--- src/rtl/tpu_stream_core_if.sv ---
// Bundles the serial link and host-side handshake signals of tpu_stream_core.
// Latency: none (wires only).
// Backpressure: tx_accept from the consumer stalls data_out_z/tx_ready.
interface tpu_stream_core_if #(
    parameter int LANES = 1
);
    logic [LANES-1:0] data_in_x;
    logic [LANES-1:0] data_in_y;
    logic             load_en;
    logic             init;
    logic             tx_accept;
    logic [LANES-1:0] data_out_z;
    logic             tx_ready;
    logic             loaded;
    logic             busy;
    logic             done;

    // Host/link side: drives streams and control, observes status.
    modport master (
        output data_in_x, data_in_y, load_en, init, tx_accept,
        input  data_out_z, tx_ready, loaded, busy, done
    );

    // Core side.
    modport slave (
        input  data_in_x, data_in_y, load_en, init, tx_accept,
        output data_out_z, tx_ready, loaded, busy, done
    );
endinterface

--- src/rtl/tpu_stream_core.sv ---
// Deserialises signed NxN A and B, computes C = A x B with one MAC per cycle, serialises saturated C.
// Latency: N^3 compute cycles after init; first output beat valid N^3+1 cycles after init acceptance.
// Backpressure: an output beat advances only when tx_ready && tx_accept; otherwise data_out_z holds.
module tpu_stream_core #(
    parameter int D_W   = 8,
    parameter int N     = 2,
    parameter int LANES = 1,
    parameter int OUT_W = 16
) (
    input  logic              clk,
    input  logic              rst,
    tpu_stream_core_if.slave  io
);
    localparam int NE    = N * N;
    localparam int EPB   = D_W / LANES;     // input beats per element
    localparam int OPB   = OUT_W / LANES;   // output beats per element
    localparam int ACC_W = 2 * D_W + $clog2(N);
    localparam int IB_W  = (EPB > 1) ? $clog2(EPB) : 1;
    localparam int OB_W  = (OPB > 1) ? $clog2(OPB) : 1;
    localparam int E_W   = $clog2(NE);
    localparam int IX_W  = $clog2(N);
    localparam int MSB_W = (OUT_W > 1) ? $clog2(OUT_W) : 1;

    typedef enum logic [2:0] {
        S_IDLE,
        S_LOAD,
        S_READY,
        S_COMPUTE,
        S_DRAIN
    } state_t;

    state_t state, state_n;

    logic signed [D_W-1:0] a_mem [NE];
    logic signed [D_W-1:0] b_mem [NE];
    logic [OUT_W-1:0]      c_mem [NE];

    logic [IB_W-1:0]  in_beat;
    logic [E_W-1:0]   in_elem;
    logic [IX_W-1:0]  ci, cj, ck;
    logic [ACC_W-1:0] acc;
    logic [OB_W-1:0]  out_beat;
    logic [E_W-1:0]   out_elem;
    logic             loaded_q;
    logic             done_q;

    logic beat_fire, last_in_beat, last_in_elem, load_last;
    logic k_last, j_last, i_last, comp_last;
    logic tx_fire, out_last, init_acc;

    assign beat_fire    = io.load_en && (state == S_IDLE || state == S_LOAD);
    assign last_in_beat = (in_beat == IB_W'(EPB - 1));
    assign last_in_elem = (in_elem == E_W'(NE - 1));
    assign load_last    = beat_fire && last_in_beat && last_in_elem;
    assign init_acc     = (state == S_READY) && io.init;

    assign k_last    = (ck == IX_W'(N - 1));
    assign j_last    = (cj == IX_W'(N - 1));
    assign i_last    = (ci == IX_W'(N - 1));
    assign comp_last = (state == S_COMPUTE) && k_last && j_last && i_last;

    assign tx_fire  = (state == S_DRAIN) && io.tx_accept;
    assign out_last = tx_fire && (out_beat == OB_W'(OPB - 1)) && (out_elem == E_W'(NE - 1));

    // Next element values while shifting in MSB-first.
    logic [D_W-1:0] a_next, b_next;
    generate
        if (D_W == LANES) begin : g_shift_full
            assign a_next = io.data_in_x;
            assign b_next = io.data_in_y;
        end else begin : g_shift_part
            assign a_next = {a_mem[in_elem][D_W-LANES-1:0], io.data_in_x};
            assign b_next = {b_mem[in_elem][D_W-LANES-1:0], io.data_in_y};
        end
    endgenerate

    // MAC datapath: A[i][k] * B[k][j], accumulator restarts at k == 0.
    logic [E_W-1:0]          a_idx, b_idx, c_idx;
    logic signed [2*D_W-1:0] prod;
    logic [ACC_W-1:0]        acc_base, sum;
    logic [OUT_W-1:0]        sat_val;

    assign a_idx    = E_W'(int'(ci) * N + int'(ck));
    assign b_idx    = E_W'(int'(ck) * N + int'(cj));
    assign c_idx    = E_W'(int'(ci) * N + int'(cj));
    assign prod     = a_mem[a_idx] * b_mem[b_idx];
    assign acc_base = (ck == '0) ? '0 : acc;
    assign sum      = acc_base + {{(ACC_W - 2*D_W){prod[2*D_W-1]}}, prod};

    // Clamp the full-precision sum into the signed OUT_W range.
    generate
        if (OUT_W > ACC_W) begin : g_sat_ext
            assign sat_val = {{(OUT_W - ACC_W){sum[ACC_W-1]}}, sum};
        end else if (OUT_W == ACC_W) begin : g_sat_eq
            assign sat_val = sum;
        end else begin : g_sat_clip
            logic [ACC_W-OUT_W:0] upper;
            assign upper = sum[ACC_W-1:OUT_W-1];
            always_comb begin
                sat_val = sum[OUT_W-1:0];
                if (!((&upper) || (~|upper)))
                    sat_val = sum[ACC_W-1] ? {1'b1, {(OUT_W-1){1'b0}}}
                                           : {1'b0, {(OUT_W-1){1'b1}}};
            end
        end
    endgenerate

    // Output beat selection, MSB-first within each C element.
    logic [MSB_W-1:0] out_msb;
    logic [OUT_W-1:0] c_elem;
    assign out_msb = MSB_W'(OUT_W - 1 - int'(out_beat) * LANES);
    assign c_elem  = c_mem[out_elem];

    assign io.data_out_z = (state == S_DRAIN) ? c_elem[out_msb -: LANES] : '0;
    assign io.tx_ready   = (state == S_DRAIN);
    assign io.busy       = (state == S_COMPUTE) || (state == S_DRAIN);
    assign io.loaded     = loaded_q;
    assign io.done       = done_q;

    // State register.
    always_ff @(posedge clk) begin
        if (rst) state <= S_IDLE;
        else     state <= state_n;
    end

    // Next-state logic; init has priority over load_en in READY.
    always_comb begin
        state_n = state;
        case (state)
            S_IDLE:    if (beat_fire) state_n = S_LOAD;
            S_LOAD:    if (load_last) state_n = S_READY;
            S_READY:   if (io.init)   state_n = S_COMPUTE;
            S_COMPUTE: if (comp_last) state_n = S_DRAIN;
            S_DRAIN:   if (out_last)  state_n = S_IDLE;
            default:   state_n = S_IDLE;
        endcase
    end

    // Counters, accumulator and status flags.
    always_ff @(posedge clk) begin
        if (rst) begin
            in_beat  <= '0;
            in_elem  <= '0;
            ci       <= '0;
            cj       <= '0;
            ck       <= '0;
            acc      <= '0;
            out_beat <= '0;
            out_elem <= '0;
            loaded_q <= 1'b0;
            done_q   <= 1'b0;
        end else begin
            done_q <= out_last;
            if (load_last)     loaded_q <= 1'b1;
            else if (init_acc) loaded_q <= 1'b0;

            if (beat_fire) begin
                if (last_in_beat) begin
                    in_beat <= '0;
                    in_elem <= last_in_elem ? '0 : in_elem + 1'b1;
                end else begin
                    in_beat <= in_beat + 1'b1;
                end
            end

            if (state == S_COMPUTE) begin
                acc <= sum;
                if (k_last) begin
                    ck <= '0;
                    if (j_last) begin
                        cj <= '0;
                        ci <= i_last ? '0 : ci + 1'b1;
                    end else begin
                        cj <= cj + 1'b1;
                    end
                end else begin
                    ck <= ck + 1'b1;
                end
            end

            if (tx_fire) begin
                if (out_beat == OB_W'(OPB - 1)) begin
                    out_beat <= '0;
                    out_elem <= (out_elem == E_W'(NE - 1)) ? '0 : out_elem + 1'b1;
                end else begin
                    out_beat <= out_beat + 1'b1;
                end
            end
        end
    end

    // Matrix storage; contents need no reset.
    always_ff @(posedge clk) begin
        if (beat_fire) begin
            a_mem[in_elem] <= a_next;
            b_mem[in_elem] <= b_next;
        end
        if (state == S_COMPUTE && k_last)
            c_mem[c_idx] <= sat_val;
    end
endmodule

--- src/flat_wrapper.sv ---
// flat-port wrapper written by rule: the top's interface ports become plain ports
module tpu_stream_core_flat 
#(
    parameter int D_W   = 8,
    parameter int N     = 2,
    parameter int LANES = 1,
    parameter int OUT_W = 16
)
  (clk, rst, io_data_in_x, io_data_in_y, io_load_en, io_init, io_tx_accept, io_data_out_z, io_tx_ready, io_loaded, io_busy, io_done);
  tpu_stream_core_if #(.LANES(LANES)) io_i ();
  input  logic clk;
  input  logic rst;
  input wire logic [$bits(io_i.data_in_x)-1:0] io_data_in_x;
  input wire logic [$bits(io_i.data_in_y)-1:0] io_data_in_y;
  input wire logic [$bits(io_i.load_en)-1:0] io_load_en;
  input wire logic [$bits(io_i.init)-1:0] io_init;
  input wire logic [$bits(io_i.tx_accept)-1:0] io_tx_accept;
  output wire logic [$bits(io_i.data_out_z)-1:0] io_data_out_z;
  output wire logic [$bits(io_i.tx_ready)-1:0] io_tx_ready;
  output wire logic [$bits(io_i.loaded)-1:0] io_loaded;
  output wire logic [$bits(io_i.busy)-1:0] io_busy;
  output wire logic [$bits(io_i.done)-1:0] io_done;
  assign io_i.data_in_x = io_data_in_x;
  assign io_i.data_in_y = io_data_in_y;
  assign io_i.load_en = io_load_en;
  assign io_i.init = io_init;
  assign io_i.tx_accept = io_tx_accept;
  assign io_data_out_z = io_i.data_out_z;
  assign io_tx_ready = io_i.tx_ready;
  assign io_loaded = io_i.loaded;
  assign io_busy = io_i.busy;
  assign io_done = io_i.done;
  tpu_stream_core #(.D_W(D_W), .N(N), .LANES(LANES), .OUT_W(OUT_W)) u_core (.clk(clk), .rst(rst), .io(io_i));
endmodule
--- config.mk ---
export PLATFORM = sky130hd
export DESIGN_NAME = tpu_stream_core_flat
export DESIGN_NICKNAME = d
export VERILOG_FILES = /design/src/rtl/tpu_stream_core_if.sv /design/src/rtl/tpu_stream_core.sv /design/src/flat_wrapper.sv
export SDC_FILE = /design/constraint.sdc
export NUM_CORES = 1
export LEC_CHECK = 0
export ABC_AREA = 1
export CAP_MARGIN = 20
export CORE_ASPECT_RATIO = 0.9
export CORE_MARGIN = 2
export CORE_UTILIZATION = 30
export DETAILED_ROUTE_END_ITERATION = 8
export HOLD_SLACK_MARGIN = 0.06
export SKIP_LAST_GASP = 1
export SLEW_MARGIN = 20
export SYNTH_ARGS = -nofsm -noshare
export SYNTH_HDL_FRONTEND = slang
export SYNTH_SLANG_ARGS = --single-unit
--- constraint.sdc ---
create_clock -name clk -period 9.6 [get_ports clk]
set_clock_uncertainty 0.1 [all_clocks]
set_input_delay 1.92 -clock clk [delete_from_list [all_inputs] [get_ports clk]]
set_output_delay 1.92 -clock clk [all_outputs]
set_load 0.005 [all_outputs]
==> results.py <==
metrics = {
    "global_routing": {
        "grt_pass1_wl_mm": 39.4,
        "grt-ovfl-total": 0,
        "grt_max_degree": 35,
        "antenna_found_initial": 0,
        "grt_pass1_vias": 7772,
        "grt_util_all_layers": 0.134,
    },
    "critical_path": {
        "critPathBufInv": 8,
        "critPathMaxStageDelay_ns": 0.76,
        "rr_startpoint": "u_core.cj",
        "r2r-end": "u_core.c_mem[1][1]",
        "crit_end": "u_core.c_mem[1][1]",
        "r2r_cells": 30,
        "end_kind": "flip-flop",
        "required_ns": 9.65,
        "cp-startpoint": "u_core.cj",
        "worst_path_max_delay_cell": "dfxtp_1",
        "startpoint_type": "flip-flop",
        "crit_type": "flip-flop to flip-flop",
        "reg2reg_slack_ns": 1.79,
        "critical_path.top_delay_family": "adder cells",
        "cp_num_cells": 30,
        "cp_common_cell": "inv_1",
        "crit_fanout": 20,
        "crit_arrival_ns": 7.86,
    },
    "drt": {
        "num_vias": 7873,
        "vias_per_cell": 4.74,
        "detail-route-antenna-nets": 0,
        "first_pass_iters": 5,
        "routed_wl_mm": 23.7,
        "route.detailed.drc": 0,
        "wire_per_inst_um": 14.3,
        "drtIter0Drc": 511,
    },
    "logic_synthesis": {
        "avgSynthCellArea_um2": 9.03,
        "syn_inst": 1173,
        "ys.flop_type": "edfxtp_1",
        "ys_seq_area_frac": 0.438,
        "synthArstFlopShare": 0,
        "synth_nets": 1290,
        "synth_edf_count": 128,
        "yosysWarningCount": 0,
        "synth_seq_cells": 168,
        "synthDistinctLibCells": 47,
        "syn_area_mm2": 0.0106,
    },
    "sta": {
        "period_share": 0.814,
        "fin_crit_ns": 7.81,
        "hold_viol_final": 0,
        "drv_slew": 0,
        "fin_setup_tns_ns": 0,
        "tightest_slew_ns": 1.01,
        "clock.fmax_mhz": 128,
        "finalSetupViolations": 0,
        "rsz0062_at_grt": "no",
        "slew_headroom": 0.324,
        "hold_ws_ns": 0.371,
    },
    "cells_and_area": {
        "antenna_cells": 0,
        "final_nets": 1296,
        "layout_common_cells": "inv_1 (204), nand2_1 (182), nor2_1 (149), edfxtp_1 (128), o21ai_0 (83)",
        "final_common_cell": "inv_1",
        "syn_to_final_growth_pct": 11.5,
        "drive_gt1_frac": 0.0545,
    },
    "clock_network": {
        "cts_root_buf": "clkbuf_16",
        "cts_buffer_depth": 2,
        "cts_tree": "done",
        "clk_pin_slew_ns": 0.07,
        "clk_latency_ns": 0.45,
        "cts_buffers": 17,
        "htree_levels": 4,
        "postCtsHoldBufs": 0,
        "post_cts_resized": 0,
        "cts.sinks": 168,
        "postCtsSetupRepairBufs": 0,
    },
    "run_status": {
        "status": "completed",
    },
    "hold_path": {
        "min_path_type": "flip-flop to flip-flop",
    },
    "placed_design": {
        "gp_congestion": 0.856,
        "dpl.hpwl_mm": 17.0,
        "port_buffers": 11,
    },
    "floorplan": {
        "rows": 65,
        "die_w_um": 202,
        "design.die.area_mm2": 0.0368,
        "ioPinCount": 12,
        "start_util": 0.303,
        "core-area_mm2": 0.0350,
        "chipHeight_um": 182,
    },
    "flow_run": {
        "cap_violations": 0,
    },
}
==> state kept, by name, indices dropped and copies added (netlist names), named ones only <==
register and count:
u_core.in_elem 2, u_core.ci 1, u_core.io.loaded 1, u_core.io.done 1, u_core.state 3, u_core.b_mem 32
u_core.cj 1, u_core.out_elem 2, u_core.a_mem 32, u_core.in_beat 3, u_core.ck 1, u_core.out_beat 4
u_core.c_mem 64, u_core.acc 17
==> worst min path at each step <==
stage                       from  depth (start not counted)           endpoint  slack [ns]
2_1_floorplan  u_core.in_beat[1]                          2  u_core.in_beat[1]        0.36
3_3_place_gp    u_core.io.loaded                          2   u_core.io.loaded        0.37
3_5_place_dp    u_core.io.loaded                          2   u_core.io.loaded        0.36
4_1_cts         u_core.io.loaded                          2   u_core.io.loaded        0.37
5_1_grt         u_core.io.loaded                          2   u_core.io.loaded        0.42
6_report        u_core.io.loaded                          2   u_core.io.loaded        0.37
==> synth_stat cells (2+ instances only) <==
cell type | instances | area share
nand2_2 | 4 | 0.0024
clkinv_1 | 2 | 0.00071
a31oi_1 | 2 | 0.0012
buf_6 | 2 | 0.0021
nor4_1 | 2 | 0.0012
o21ai_0 | 83 | 0.039
ha_1 | 54 | 0.064
inv_1 | 203 | 0.072
a21oi_1 | 65 | 0.031
a32oi_1 | 13 | 0.011
fa_1 | 56 | 0.11
xor2_1 | 16 | 0.013
xnor2_1 | 8 | 0.0066
edfxtp_1 | 128 | 0.36
nand3_2 | 3 | 0.0028
o22ai_1 | 24 | 0.014
nand2_1 | 182 | 0.064
buf_2 | 5 | 0.0024
nand3_1 | 36 | 0.017
o21bai_1 | 4 | 0.0028
nor2_1 | 149 | 0.053
nor2_2 | 3 | 0.0018
nand4_1 | 3 | 0.0018
o211ai_1 | 12 | 0.0085
a211oi_1 | 2 | 0.0014
o211a_1 | 3 | 0.0028
buf_1 | 5 | 0.0018
nor3b_1 | 2 | 0.0014
a21o_1 | 5 | 0.0035
inv_2 | 3 | 0.0011
nor3_1 | 9 | 0.0043
clkbuf_1 | 24 | 0.0085
dfxtp_1 | 40 | 0.076
o221ai_1 | 6 | 0.0050
a32o_1 | 3 | 0.0028
==> logic make-up after synthesis <==
kind of cell | share of synthesized area
buf+inv | 0.0884
compound gates | 0.130
xor+xnor | 0.0198
fa+ha+maj | 0.170
simple gates | 0.154
flops | 0.438
==> stage by stage <==
step	setup WS [ns]	util	cells	area, µm²
2_1_floorplan	3.16	-	1173	10600
6_report	1.79	0.338	1661	11800
5_1_grt	1.07	0.338	1661	11800
3_5_place_dp	1.76	0.321	1629	11200
3_3_place_gp	1.97	0.321	1629	11200
4_1_cts	1.77	0.338	1661	11800
==> routing by layer <==
metal,vias to the layer above,routed length [µm],track usage
met2,159,11000,0.217
met5,-,0,0
met1,3800,11500,0.178
met4,0,359,0.0479
li1,3891,-,-
met3,23,901,0.0289
==> worst register-to-register path, delay by kind of cell (launching register included) <==
family	cells	cell delay [ns]
flops	1	0.76
fa+ha+maj	6	2.91
buf+inv	8	1.19
compound gates	4	0.61
simple gates	11	1.83
xor+xnor	1	0.09
==> cell type report <==
cell class / instances / area, µm²
clock buffers: 19 / 475
clock inverters: 13 / 101
fillers: 3583 / 23200
inverters: 208 / 781
multi-input cells: 761 / 5030
flip-flops and latches: 168 / 4640
well taps: 469 / 587
repair buffers: 23 / 200
Power is not shown: default switching activity piles up to over one toggle a cycle in this logic, so the estimate is an artifact.
